==> src/rtl/sram_rd_scheduler.sv <==
// Round-robin scheduler sharing SRAM read port B among NUM_PORTS packet readers.
// Streams one packet's addresses per grant and returns words tagged one-hot to the owner.
module sram_rd_scheduler #(
    parameter int unsigned NUM_PORTS  = 16,
    parameter int unsigned DATA_WIDTH = 64,
    parameter int unsigned ADDR_WIDTH = 17,
    parameter int unsigned LEN_WIDTH  = 7,
    parameter int unsigned RD_LATENCY = 2
) (
    input  logic                            clk,
    input  logic                            rst,
    input  logic [NUM_PORTS-1:0]            req,
    input  logic [NUM_PORTS*ADDR_WIDTH-1:0] req_addr,
    input  logic [NUM_PORTS*LEN_WIDTH-1:0]  req_len,
    input  logic [NUM_PORTS-1:0]            out_ready,
    output logic [NUM_PORTS-1:0]            ack,
    output logic                            enb,
    output logic [ADDR_WIDTH-1:0]           addrb,
    input  logic [DATA_WIDTH-1:0]           doutb,
    output logic [NUM_PORTS-1:0]            out_vld,
    output logic [NUM_PORTS-1:0]            out_sop,
    output logic [NUM_PORTS-1:0]            out_eop,
    output logic [DATA_WIDTH-1:0]           out_data,
    output logic                            busy
);

    localparam int unsigned PTR_W = (NUM_PORTS > 1) ? $clog2(NUM_PORTS) : 1;

    typedef enum logic [0:0] {StIdle, StBurst} state_e;

    state_e                  state_q, state_d;
    logic [PTR_W-1:0]        rr_ptr_q, rr_ptr_d;
    logic [PTR_W-1:0]        gnt_q, gnt_d;
    logic [LEN_WIDTH-1:0]    count_q, count_d;
    logic [LEN_WIDTH-1:0]    len_q, len_d;
    logic [ADDR_WIDTH-1:0]   base_q, base_d;

    logic                    grant_found;
    logic [PTR_W-1:0]        grant_idx;
    logic                    issue;
    logic                    last_word;

    logic [ADDR_WIDTH-1:0]   addr_arr [NUM_PORTS];
    logic [LEN_WIDTH-1:0]    len_arr  [NUM_PORTS];

    for (genvar i = 0; i < NUM_PORTS; i++) begin : g_unpack
        assign addr_arr[i] = req_addr[i*ADDR_WIDTH +: ADDR_WIDTH];
        assign len_arr[i]  = req_len[i*LEN_WIDTH +: LEN_WIDTH];
    end

    // First requester at or after rr_ptr, wrapping around.
    always_comb begin : rr_search
        int unsigned     idx;
        logic [PTR_W-1:0] cand;
        grant_found = 1'b0;
        grant_idx   = '0;
        idx         = 0;
        cand        = '0;
        for (int unsigned k = 0; k < NUM_PORTS; k++) begin
            idx  = (32'(rr_ptr_q) + k) % NUM_PORTS;
            cand = PTR_W'(idx);
            if (!grant_found && req[cand]) begin
                grant_found = 1'b1;
                grant_idx   = cand;
            end
        end
    end

    assign last_word = (count_q == len_q - LEN_WIDTH'(1));

    always_ff @(posedge clk) begin : fsm_state
        if (rst) begin
            state_q  <= StIdle;
            rr_ptr_q <= '0;
            gnt_q    <= '0;
            count_q  <= '0;
            len_q    <= '0;
            base_q   <= '0;
        end else begin
            state_q  <= state_d;
            rr_ptr_q <= rr_ptr_d;
            gnt_q    <= gnt_d;
            count_q  <= count_d;
            len_q    <= len_d;
            base_q   <= base_d;
        end
    end

    always_comb begin : fsm_next
        state_d  = state_q;
        rr_ptr_d = rr_ptr_q;
        gnt_d    = gnt_q;
        count_d  = count_q;
        len_d    = len_q;
        base_d   = base_q;
        unique case (state_q)
            StIdle: begin
                if (grant_found) begin
                    base_d   = addr_arr[grant_idx];
                    len_d    = len_arr[grant_idx];
                    gnt_d    = grant_idx;
                    count_d  = '0;
                    rr_ptr_d = (32'(grant_idx) == NUM_PORTS - 1) ? '0 : grant_idx + PTR_W'(1);
                    // Zero-length requests are acknowledged and dropped.
                    if (len_arr[grant_idx] != '0) state_d = StBurst;
                end
            end
            StBurst: begin
                if (issue) begin
                    if (last_word) begin
                        count_d = '0;
                        state_d = StIdle;
                    end else begin
                        count_d = count_q + LEN_WIDTH'(1);
                    end
                end
            end
            default: state_d = StIdle;
        endcase
    end

    always_comb begin : fsm_out
        ack   = '0;
        enb   = 1'b0;
        addrb = '0;
        unique case (state_q)
            StIdle: begin
                if (grant_found && !rst) ack[grant_idx] = 1'b1;
            end
            StBurst: begin
                enb   = out_ready[gnt_q];
                addrb = base_q + ADDR_WIDTH'(count_q);
            end
            default: ;
        endcase
    end

    assign issue = enb;

    // Tag pipeline aligns sop/eop/port with the SRAM read latency.
    logic [RD_LATENCY-1:0] pipe_vld_q, pipe_sop_q, pipe_eop_q;
    logic [PTR_W-1:0]      pipe_port_q [RD_LATENCY];

    always_ff @(posedge clk) begin : tag_pipe
        if (rst) begin
            pipe_vld_q <= '0;
            pipe_sop_q <= '0;
            pipe_eop_q <= '0;
            for (int i = 0; i < RD_LATENCY; i++) pipe_port_q[i] <= '0;
        end else begin
            pipe_vld_q[0]  <= issue;
            pipe_sop_q[0]  <= issue && (count_q == '0);
            pipe_eop_q[0]  <= issue && last_word;
            pipe_port_q[0] <= gnt_q;
            for (int i = 1; i < RD_LATENCY; i++) begin
                pipe_vld_q[i]  <= pipe_vld_q[i-1];
                pipe_sop_q[i]  <= pipe_sop_q[i-1];
                pipe_eop_q[i]  <= pipe_eop_q[i-1];
                pipe_port_q[i] <= pipe_port_q[i-1];
            end
        end
    end

    logic [NUM_PORTS-1:0]  out_vld_q, out_sop_q, out_eop_q;
    logic [DATA_WIDTH-1:0] out_data_q;

    always_ff @(posedge clk) begin : out_stage
        if (rst) begin
            out_vld_q  <= '0;
            out_sop_q  <= '0;
            out_eop_q  <= '0;
            out_data_q <= '0;
        end else begin
            out_vld_q <= '0;
            out_sop_q <= '0;
            out_eop_q <= '0;
            if (pipe_vld_q[RD_LATENCY-1]) begin
                out_vld_q[pipe_port_q[RD_LATENCY-1]] <= 1'b1;
                out_sop_q[pipe_port_q[RD_LATENCY-1]] <= pipe_sop_q[RD_LATENCY-1];
                out_eop_q[pipe_port_q[RD_LATENCY-1]] <= pipe_eop_q[RD_LATENCY-1];
                out_data_q                           <= doutb;
            end
        end
    end

    assign out_vld  = out_vld_q;
    assign out_sop  = out_sop_q;
    assign out_eop  = out_eop_q;
    assign out_data = out_data_q;
    assign busy     = (state_q == StBurst) || (|pipe_vld_q);

endmodule

==> config.mk <==
export PLATFORM = sky130hd
export DESIGN_NAME = sram_rd_scheduler
export DESIGN_NICKNAME = d
export VERILOG_FILES = /design/src/rtl/sram_rd_scheduler.sv
export SDC_FILE = /design/constraint.sdc
export NUM_CORES = 1
export LEC_CHECK = 0
export CAP_MARGIN = 20
export CORE_AREA = 5 5 238 240
export CTS_CLUSTER_SIZE = 16
export DETAILED_ROUTE_END_ITERATION = 8
export DIE_AREA = 0 0 243 245
export HOLD_SLACK_MARGIN = 0.12
export SYNTH_ARGS = -nofsm -noshare
export SYNTH_HDL_FRONTEND = slang
export SYNTH_SLANG_ARGS = --single-unit
==> constraint.sdc <==
create_clock -name clk -period 10.7 [get_ports clk]
set_input_delay 1.605 -clock clk [delete_from_list [all_inputs] [get_ports clk]]
set_output_delay 1.605 -clock clk [all_outputs]
set_load 0.05 [all_outputs]
# After elaboration in Yosys (flattened, before gate mapping)
# Memories as Yosys holds them, arrays and structs flattened.
# Index checks and enable logic that the tools add are counted.
# W data, S select, Z words.
# word_totals
ff_bits	158
mem_bits_rw	8
input_bits	482
output_inout_bits	147
n_memories	1
# classes
addsub	19
magnitude_cmp	22
eq_ne	4
mux	95
bitwise_logic	7
n_reduce_logical	43
# mem_list
memory	words	width	read_ports	rd_ports_with_merged_regs	write_ports	line_no	rtl
pipe_port_q	2	4	2	0	2	142	logic [PTR_W-1:0] pipe_port_q [RD_LATENCY];
# ops
operator	count
$lt A4 B5 Y1 const B	19
$mux W4	19
$bmux W1 S4	17
$bmux W17 S4	1
$mux W17	3
$mux W1	43
$mux W7	5
$add A4 B4 Y4 const B	8
$and A16 B16 Y16	2
$mux W16	2
$bmux W7 S4	1
$logic_and A1 B1 Y1	20
$add A17 B7 Y17	1
$add A4 B3 Y4 const B	4
$logic_not A1 Y1	16
$pmux W7 S2	1
$add A4 B1 Y4 const B	2
$add A4 B2 Y4 const B	2
$demux W1 S4	2
$ge A4 B1 Y1 const B	2
$add A7 B1 Y7 const B	1
$eq A7 B7 Y1	1
$logic_not A7 Y1	1
$reduce_bool A7 Y1	1
12 further kinds	16

# Logic depth before layout (Yosys ltp)
# logic_depth
word_depth	56
depth_mapped	27
mapped_depth_nobuf	17

# Least setup slack after synthesis
# No wires, ideal clock.
# synth_path
path_type	input -> output
start	input req[11]
end	output ack[3]
arrival_time_ns	5.663
t_required_ns	9.095
path_slack_ns	3.432
path_stages	16
path_buffers	4
path_cell_list	mux2_1 mux4_2 mux2_2 a211o_1 or2_1 nor3_4 nand2_1 a22o_1 clkbuf_1 buf_2 buf_1 buf_1 inv_1 ha_1 nand2_1 nor2b_1
# synth_between
elab_chain_cells	54
elab_cells_between_ends	102
cone_classes	order compare: 2; mux: 68; reduce/logical: 32
# synth_rtl
element	line_no	rtl
start: declaration	12	input logic [NUM_PORTS-1:0] req,
$bmux W1 S4	62	if (!grant_found && req[cand]) begin
$mux W1 (not written as such)	62	
$mux W1	62	
$logic_not A1 Y1	62	
$logic_and A1 B1 Y1	62	
$mux W1	62	
$logic_not A1 Y1	62	
$logic_and A1 B1 Y1	62	
[... 39 more ...]	-	
$mux W4 (*)	62	
named net grant_idx[0]	39	logic [PTR_W-1:0] grant_idx;
$lt A4 B5 Y1 (not written as such) / $ge A4 B1 Y1 (equally long branches)	128	if (grant_found && !rst) ack[grant_idx] = 1'b1;
$logic_and A1 B1 Y1 (not written as such)	128	
$mux W1 (not written as such)	128	
$demux W1 S4 (*)	128	
$mux W16 (*)	128	
$mux W16 (*)	126	unique case (state_q)
end: declaration	16	output logic [NUM_PORTS-1:0] ack,
# The timed path passes the listed nets; every way through them passes the cells marked *. The select of a mux whose other input is x is not followed.

# Worst setup path in the final report
# layout_path
start	input req[13]
end	output ack[10]
# layout_between
elab_chain_cells	54
elab_cells_between_ends	102
cone_classes	order compare: 2; mux: 68; reduce/logical: 32
# layout_rtl
element	line_no
$bmux W1 S4	62
$mux W1 (not written as such)	62
$mux W1	62
$logic_not A1 Y1	62
$logic_and A1 B1 Y1	62
$mux W1	62
$logic_not A1 Y1	62
$logic_and A1 B1 Y1	62
[... 38 more ...]	-
$logic_and A1 B1 Y1	62
$mux W4	62
$lt A4 B5 Y1 (not written as such) / $ge A4 B1 Y1 (equally long branches)	128
$logic_and A1 B1 Y1 (not written as such)	128
$mux W1 (not written as such)	128
$demux W1 S4	128
$mux W16 (*)	128
$mux W16 (*)	126
# Every way passes the cells marked *; elsewhere a longest branch is shown, timed or not. The select of a mux whose other input is x is not followed.

==> out/results.ini <==
[status]
outcome = completed

[timing]
hold_viol = 0
rsz0062_at_grt = no
whs_ns = 0.437
max_freq_mhz = 119
post-route-period-util_pct = 78.8
max-slew-margin-rel_pct = 35.2
min_period_ns = 8.44
setup-tns-final_ns = 0
setup_violations = 0
worst_pin_slew_ns = 0.960
final_max_slew_viol_count = 0
fin_skew_ns = 0.00993

[critical_path]
cp_num_cells = 13
path_buf_inv = 3
cp_slowest_cell = clkdlybuf4s50_1
max_stage_delay_ns = 0.73
r2r_start = rr_ptr_q[2]
worst_setup_path_end_kind = output port
r2r_cells = 16
r2r_slack_ns = 3.39
cp_max_fo = 69
worstPathRequired_ns = 9.10
path_cells = clkdlybuf4s50_1, mux2i_1, mux4_2, mux2i_1, nor4_1, nand3_1, nor3_4, a22o_1, a2bb2oi_4, buf_4, or2_1, nor2_1, clkdlybuf4s50_1
path_class = input port to output port
crit_family = simple AND/OR/NAND/NOR gates
cp-endpoint = ack[10]
worstReg2RegEnd = base_q[14]
cp-startpoint = req[13]
worstSetupStartpointType = input port
arrival_ns = 6.83

[synth]
ys_seq_area_share_pct = 26.3
avgSynthCellArea_um2 = 8.72
async_flop_share_pct = 0
yosys_warnings = 0
syn_area_um2 = 12600
synth_fp_nets = 1951
ys_seq_elements = 166
synth_top_cell_area_share_pct = 26.3
postSynthCellCount = 1447
yosys.area.top_type = dfxtp_1
synth_area_leaders = dfxtp_1 26%, mux2i_1 16%, mux2_2 9.6%
synth_edf_count = 0
ys.flop_type = dfxtp_1
yosysUniqueCellTypes = 74

[power_and_ir_drop]
switching_share_pct = 51.8
pwr-share-clk_pct = 9.7
powerDensity_nw_per_um2 = 316
seqPwrFrac_pct = 12.3
p_comb_share_pct = 78.0
p_leak_uw = 0.00761
internal_power_uw = 3060
p_sw_uw = 3280
ir_drop_v = 0.000279

[cells_and_area]
fin_nets = 2506
final_cell_mix = 627 x clkdlybuf4s50_1, 202 x mux2i_1, 165 x dfxtp_1, 138 x nand2_1, 127 x nor2_1
syn_to_final_growth_pct = 59.0
drive_gt1_share_pct = 10.1
final_common_cell = clkdlybuf4s50_1

[route]
drc = 0
routed_wl_um = 54800
vias = 13000
vias_per_cell = 4.77
firstDrtPassIters = 5
drtAntennaViolNets = 0
drt_iter0_drc = 734
avgRoutedWirePerCell_um = 20.2

[clock_tree]
postCtsSetupBuffers = 0
cts_buffers = 17
path_clk_slew_ns = 0.07
ctsResizeCount = 0
cts_tree = done
cts_root_buf = clkbuf_16
cts.sinks = 166
h-tree-depth = 4
clock_latency_ns = 0.43
ctsHoldBuffers = 0
cts_buffer_depth = 2

[min_path]
worst_hold_path_type = flop to flop

[die]
die_h_um = 245
die-area_um2 = 59500
pin_count = 629
start_util_pct = 23.2
num_rows = 86
chipWidth_um = 243
design.core.area_um2 = 54400

[grt]
grt_overflow = 0
grt_antenna_before_repair = 3
grt_usage_pct = 17.3
met2_usage_pct = 31.5
grt_util_met3_pct = 4.58
grt_util_met1_pct = 20.4
grt_pass1_vias = 13200
grt-busiest-layer = met2
grt_pass1_wl_um = 81200
grt_max_degree = 105

[placed_design]
place_congestion = 0.903
dp_hpwl_um = 44800
portBuffers = 628

[job]
drv_cap = 0

worst min path at each step:
stage	startpoint	to	slack, ns	cells after the start
2_1_floorplan	pipe_eop_q[0]	pipe_eop_q[1]	0.41	1
3_3_place_gp	pipe_port_q[0][2]	pipe_port_q[0][6]	0.43	1
3_5_place_dp	pipe_port_q[0][2]	pipe_port_q[0][6]	0.42	1
4_1_cts	pipe_port_q[0][2]	pipe_port_q[0][6]	0.44	1
5_1_grt	pipe_port_q[0][2]	pipe_port_q[0][6]	0.46	1
6_report	pipe_port_q[0][2]	pipe_port_q[0][6]	0.44	1
stage by stage:
stage / total power [uW] / setup slack, ns / utilization [%] / area (um2) / instances
2_1_floorplan: 4380 / 3.43 / - / 12600 / 1447
3_5_place_dp: 5770 / 2.09 / 35.7 / 19400 / 2685
6_report: 6340 / 2.26 / 36.8 / 20100 / 2720
3_3_place_gp: 5740 / 2.17 / 35.7 / 19400 / 2685
4_1_cts: 6410 / 2.07 / 36.8 / 20000 / 2717
5_1_grt: 6820 / 1.92 / 36.8 / 20100 / 2720
power by group through the flow:
| stage | clock network, uW | registers (uW) | logic, uW |
|---|---|---|---|
| floorplan | 0 | 821 | 3560 |
| global placement | 0 | 794 | 4950 |
| detailed placement | 0 | 797 | 4970 |
| CTS | 642 | 783 | 4980 |
| global route | 665 | 794 | 5360 |
| finish | 616 | 780 | 4940 |
routing by layer:
metal  vias up  part of all wire, %
met5         -                0.058
met4         4                  1.6
met3        48                  6.9
met2       506                   51
met1      6019                   40
li1       6391                    -
state kept, by name, indices dropped and copies added (netlist names), 4 cells and up:
name and count:
out_sop 16, out_vld 16, rr_ptr_q 4, out_eop 16, len_q 7, out_data 64, gnt_q 4, base_q 17
count_q 7, pipe_port_q 8
cell usage after synthesis (5+ instances only):
cell	number
mux2i_1	202
dfxtp_1	166
nand2_1	138
nor2_1	127
mux2_2	108
o21ai_0	73
o211ai_1	72
a21oi_1	66
and2_1	50
clkbuf_1	49
nor2b_1	44
mux4_2	30
buf_2	27
a211oi_1	24
ha_1	21
xnor2_1	21
buf_1	19
inv_1	15
nand3_1	14
and3_1	12
xor2_1	11
nand2b_1	10
o22ai_1	10
a21o_1	9
buf_4	9
nor3_1	9
or3_1	9
a21boi_0	6
a221oi_1	6
a31oi_1	5
buf_6	5
o21a_1	5
area by class of cell:
class	count	area, um2
diodes	1	2.50
well taps	704	881
flip-flops and latches	166	3330
fillers	5537	34400
multi-input cells	1154	8760
inverters	18	67.6
clock inverters	13	144
clock buffers	19	443
repair buffers	645	6430
cells by family after synthesis:
group / count (synthesis) / synth area share [%]
compound gates: 316 / 16.4
xor+xnor: 33 / 2.35
fa+ha+maj: 22 / 2.24
buf+inv: 127 / 4.61
flops: 166 / 26.3
mux: 344 / 31.5
simple gates: 439 / 16.6
Note: power is estimated with default switching activity, not from simulation.
